File: config.mk
export PLATFORM = sky130hd
export DESIGN_NAME = mrd_fsmsource
export DESIGN_NICKNAME = d
export VERILOG_FILES = /design/src/rtl/mrd_fsmsource.sv
export SDC_FILE = /design/constraint.sdc
export NUM_CORES = 1
export LEC_CHECK = 0
export ABC_AREA = 1
export ABC_CLOCK_PERIOD_IN_PS = 3000
export CAP_MARGIN = 5
export CORE_MARGIN = 5
export CORE_UTILIZATION = 50
export DETAILED_ROUTE_END_ITERATION = 16
export DONT_BUFFER_PORTS = 1
export PLACE_DENSITY = 0.65
export SLEW_MARGIN = 20
export SYNTH_ARGS = -nofsm -noshare
export SYNTH_HDL_FRONTEND = slang
export SYNTH_SLANG_ARGS = --single-unit
File: constraint.sdc
create_clock -name clk -period 3 [get_ports clk]
set_input_delay 0.6 -clock clk [delete_from_list [all_inputs] [get_ports clk]]
set_output_delay 0.6 -clock clk [all_outputs]
set_load 0.03 [all_outputs]
File: src/rtl/mrd_fsmsource.sv
// mrd_fsmsource: replays a frame stored across 7 interleaved banks into a credit-limited output FIFO.
module mrd_fsmsource #(
  parameter int wADDR = 8,
  parameter int wDATA = 36,
  parameter int RD_LAT = 2,
  parameter int DEPTH = 4
) (
  input  logic               clk,
  input  logic               rst,
  input  logic               start,
  input  logic [11:0]        len,
  output logic [wADDR-1:0]   rdaddr,
  output logic [6:0]         rden,
  input  logic [7*wDATA-1:0] rddata,
  output logic               out_valid,
  input  logic               out_ready,
  output logic [wDATA-1:0]   out_data,
  output logic               out_sop,
  output logic               out_eop,
  output logic               busy,
  output logic               done,
  output logic               err_start
);
  localparam int wP = DEPTH > 1 ? $clog2(DEPTH) : 1;
  localparam int wC = $clog2(DEPTH + 1);
  if (DEPTH < RD_LAT + 2) begin : g_depth_chk
    $error("mrd_fsmsource: DEPTH must be >= RD_LAT+2");
  end
  if (RD_LAT < 1) begin : g_lat_chk
    $error("mrd_fsmsource: RD_LAT must be >= 1");
  end
  typedef enum logic [1:0] {IDLE, READ, DRAIN} state_t;
  state_t state_q, state_d;
  logic [11:0] len_q, k_q;
  logic [2:0] bank_q;
  logic [wADDR-1:0] addr_q;
  logic [RD_LAT-1:0] pv_q, ps_q, pe_q;
  logic [RD_LAT-1:0][2:0] pb_q;
  logic [wDATA+1:0] mem_q [DEPTH];
  logic [wDATA+1:0] head;
  logic [wP-1:0] wp_q, rp_q;
  logic [wC-1:0] cnt_q;
  logic done_q, err_q, issue, last, push, pop;
  // credit counts both queued entries and reads still in the RAM pipeline
  always_comb begin
    issue = state_q == READ && (int'(cnt_q) + $countones(pv_q) < DEPTH);
    last = k_q == len_q - 12'd1;
    push = pv_q[RD_LAT-1];
    pop = out_valid && out_ready;
    head = mem_q[rp_q];
  end
  always_comb begin
    state_d = (state_q == IDLE && start && len != 12'd0) ? READ :
              (state_q == READ && issue && last) ? DRAIN :
              (state_q == DRAIN && pop && out_eop) ? IDLE : state_q;
  end
  always_comb begin
    out_valid = cnt_q != '0;
    out_data = out_valid ? head[wDATA-1:0] : '0;
    out_sop = out_valid && head[wDATA+1];
    out_eop = out_valid && head[wDATA];
    rden = issue ? 7'h40 >> bank_q : 7'h00;
    rdaddr = addr_q;
    busy = state_q != IDLE;
    done = done_q;
    err_start = err_q;
  end
  always_ff @(posedge clk) begin
    if (rst) begin
      state_q <= IDLE;
      len_q <= '0;
      k_q <= '0;
      bank_q <= '0;
      addr_q <= '0;
      pv_q <= '0;
      ps_q <= '0;
      pe_q <= '0;
      pb_q <= '0;
      wp_q <= '0;
      rp_q <= '0;
      cnt_q <= '0;
      done_q <= 1'b0;
      err_q <= 1'b0;
    end else begin
      state_q <= state_d;
      done_q <= (state_q == IDLE && start && len == 12'd0) || (state_q == DRAIN && pop && out_eop);
      err_q <= start && state_q != IDLE;
      if (state_q == IDLE && start) begin
        len_q <= len;
        k_q <= '0;
        bank_q <= '0;
        addr_q <= '0;
      end else if (issue) begin
        k_q <= k_q + 12'd1;
        bank_q <= bank_q == 3'd6 ? 3'd0 : bank_q + 3'd1;
        addr_q <= bank_q == 3'd6 ? addr_q + 1'b1 : addr_q;
      end
      pv_q[0] <= issue;
      ps_q[0] <= k_q == 12'd0;
      pe_q[0] <= last;
      pb_q[0] <= bank_q;
      for (int i = 1; i < RD_LAT; i++) begin
        pv_q[i] <= pv_q[i-1];
        ps_q[i] <= ps_q[i-1];
        pe_q[i] <= pe_q[i-1];
        pb_q[i] <= pb_q[i-1];
      end
      if (push) begin
        mem_q[wp_q] <= {ps_q[RD_LAT-1], pe_q[RD_LAT-1], rddata[int'(pb_q[RD_LAT-1])*wDATA +: wDATA]};
        wp_q <= wp_q == wP'(DEPTH - 1) ? '0 : wp_q + 1'b1;
      end
      if (pop) rp_q <= rp_q == wP'(DEPTH - 1) ? '0 : rp_q + 1'b1;
      cnt_q <= cnt_q + wC'(push) - wC'(pop);
    end
  end
endmodule

==> out/summary.md <==
Traced cell by cell, the critical path runs through inv_2 -> buf_4 -> o21ai_0 -> a21oi_1 -> buf_4. The wire length of the first global-routing pass was 51.01 mm; the fill cell instance count of the final layout was 1917. The critical path's top delay family was buffers and inverters. The number of setup violations in the final report was 0. TritonCTS built the clock tree. For the number of remaining DRC errors, the log shows 0.

The most prevalent standard cell on the critical path is buf_4. In this run the power density over the cells is 728.1 nW/um2. VDD sags by at most 0.0003578 V. The tools report the count of vias placed by the detailed router as 9751.

The placer congestion estimate is 0.9020, and the number of H-tree branching levels is 1. The commonest cells after synthesis are nor2_1 (432), o21ai_0 (173), edfxtp_1 (152), nand2_1 (87), inv_1 (66). The routed length on met1 is 14.85 mm.

The top metal layer carrying routed signals was met5. Setup repair after global routing could not meet its margin everywhere. The cell taking the most area after synthesis is edfxtp_1. Count of buffers inserted at the top-level ports: 0. The clock slew at the register clock pins of the worst setup and hold paths works out to 0.07 ns.

The floorplan step defined a die boundary enclosing 25180 um2. Remaining antenna violation count: 0. Via density per instance: 5.892.

The internal power of the cells totals 5907 uW. Summed over all nets, the switching power comes to 3265 uW. The logs give 21820 um2 for the core area and 7 for the detailed-routing iteration count for the pre-antenna-repair pass.

After the last flow step, the layout net total stands at 1634. After synthesis, the cell types taking the most area are edfxtp_1 (41%), nor2_1 (15%), dfxtp_1 (11%). The number of cells on the worst hold path is 1.

For the worst-skew pair, the clock arrives at the later sink with an insertion delay of 0.51 ns. The analysis attributes to cell leakage a power of 0.004678 uW. For this run, asynchronously set or reset flops after synthesis account for 0%. Along the worst path, the maximum fanout reaches 23.

Synthesis instantiated 40 different standard cells from the library. The length of routed met3 wiring came out at 3.397 mm. The worst path uses 95.71% of the clock period. The proportion of netlist area held by the largest area contributor came out at 41.30%. The tools report the part of the power in registers as 36.3%.

The run gives 0 as the hold buffer count at cts. The tools report the worst setup margin as 0.1288 ns. The total overflow reported by the global router was 0; the net count after synthesis was 1620.

The worst setup path is captured at an output pin. The die extent in x is 158.7 um. The actual slew at the worst max-slew pin was 0.7825 ns; the final setup skew was 0.006423 ns. The share of total power dissipated in the clock network is 31.4%.

The wire length reported by the detailed router was 35.35 mm; the data required time at the worst endpoint was 2.40 ns. The logs give 0 for the number of maximum-capacitance constraint violations and 348.3 MHz for the highest clock rate. The share of total power dissipated in combinational logic is 32.4%.

On the worst path, the slowest cell contributes a delay of 0.41 ns. The number of failing hold endpoints at the final stage was 0. The start-to-end type of the worst setup path is flop to output pin. The number of cell rows came out at 54.

Critical path's slowest cell: dfxtp_2. The cell sitting at the root of the clock tree is a clkbuf_16. In the post-synthesis netlist, the cell with the most instances is nor2_1. In this run, synthesis inferred 152 flip-flops with an integrated enable. The top-level port count came out at 325. Entering global routing, the biggest net connects 55 pins. The initial utilization of the core area, before any placement, comes to 50.64%. The cell count after synthesis came out at 1337. After the first detailed-routing iteration, the DRC count stood at 912.

Net switching is 35.60% of the power. The critical path depth in cells was 5; the total power consumption of the routed design was 9172 uW. The floorplan step set the die height to 158.7 um. The tools report the post-synthesis sequential area ratio as 52.17%. Class of the most critical hold timing path: input port to flop. The flow ran to the end, and the final reports show no timing, DRC or antenna violations.

No sink is reached through more buffers than the 3 on the longest clock path. Counting cells, the worst reg-to-reg path comes to 6. The tools report the number of antenna violations at the first check in global routing as 7. The run gives 0 as the total of warnings raised by yosys. Cells with a size suffix above 1 make up 10.24% of the layout. In the global route stage, overall resource usage came out at 26.61%. The setup check on the worst reg-to-reg path leaves a slack of 0.73 ns. Clock tree synthesis inserted a total of 22 buffers. The logs give 16.29 mm for the length of routed met2 wiring and 2.27 ns for the data arrival time of the critical path. After synthesis the netlist holds a flip-flop and latch count of 212.

The worst setup path is launched from a flop. For the max-slew violation count, the log shows 0. Counting I/O delays and the setup requirement, the final critical path takes 2.871 ns. At the placement stage, the worst setup path has a slack of 0.6539 ns. Normalized max-slew margin: 47.83%.

The average instance in the mapped netlist occupies 8.266 um2. The average wire per cell in the routed design is 21.36 um, and the buffering stage count on the worst path with inverters included is 3. The tools report the placed wire-length estimate after detailed placement as 26.27 mm. The area growth from synthesis to layout is 13.99%. Number of global-route vias before repair: 8666. The sum of negative setup slack was 0 ns.

Dominant register cell in the synthesized netlist: edfxtp_1. For the count of clock tree sinks, the log shows 212. Summing every instance area after synthesis gives 11050 um2.
path summary, 6_finish.rpt:
| kind | from | end |
|---|---|---|
| max | flop | out_data[34] |
| min | rst | done |
| max reg2reg | pb_q[3] | mem_q[3][17] |
| min reg2reg | pb_q[0] | pb_q[3] |
cell families after synthesis:
group / Yosys count / share of synthesized area, %
buffers and inverters: 158 / 5.525
flip-flops: 212 / 52.17
AND/OR/NAND/NOR: 621 / 23.04
AO/OA/AOI/OAI: 317 / 16.39
adder cells (fa/ha/maj): 15 / 1.766
XOR/XNOR: 14 / 1.109
layout make-up:
class	count	area [um2]	share of cell area [%]
Tap cell	280	350.3	2.781
Inverter	72	272.8	2.165
Multi-Input combinational cell	967	4715	37.42
Sequential cell	212	5776	45.84
Clock inverter	10	136.4	1.083
Antenna cell	8	20.02	0.1589
Clock buffer	30	633.1	5.025
Timing Repair Buffer	76	695.7	5.522
power groups by stage:
stage / Clock (uW) / Combinational, uW / Sequential, uW
after floorplan: 0 / 1910 / 3350
after global placement: 0 / 2950 / 3390
after detailed placement: 0 / 2970 / 3390
after CTS: 2910 / 2980 / 3330
after global routing: 3050 / 3220 / 3340
final: 2880 / 2970 / 3330
flip-flops by register name (all words and copies together), names as in the netlist, 3 cells and up, named ones only:
name    cells
k_q        12
rdaddr      8
cnt_q       3
len_q      12
pb_q        6
mem_q     152
bank_q      3
layout by cell type (no fill, tap or decap), types with 3 or more instances in the layout:
cell type  instances
a211oi_1           4
a21oi_1           61
a31oi_1           36
buf_12            10
buf_4             66
bufinv_16          3
clkbuf_1           5
clkbuf_16         24
dfxtp_1           56
diode_2            8
edfxtp_1         152
ha_1              14
inv_1             66
inv_2              4
nand2_1           87
nand3_1           60
nand4_1            6
nor2_1           428
nor2_2             4
nor2_4             5
nor3_1            16
nor4_1             5
o21ai_0          173
o32ai_1           36
xnor2_1            9
xor2_1             5
routing by layer:
metal / GRT usage, % / up-vias
met3: 8.535 / 58
met5: 0 / -
met2: 39.57 / 475
met1: 37.85 / 4594
li1: - / 4622
met4: 6.986 / 2
what timing repair did:
action	4_1_cts	5_1_grt
setup endpoints to repair	0	2
buffers inserted	0	0
resized for setup	0	1
endpoints found under the hold margin	0	0
per-stage QoR:
stage | utilization, % | area [um2] | instances | hold WS, ns
5_1_grt | 57.68 | 12590 | 1651 | 0.1429
2_1_floorplan | - | 11050 | 1337 | 0.3883
6_report | 57.73 | 12600 | 1655 | 0.1595
3_5_place_dp | 54.09 | 11810 | 1607 | 0.3896
3_3_place_gp | 54.09 | 11810 | 1607 | 0.3875
4_1_cts | 57.62 | 12570 | 1647 | 0.1367
Power figures use the tool's default switching activity.
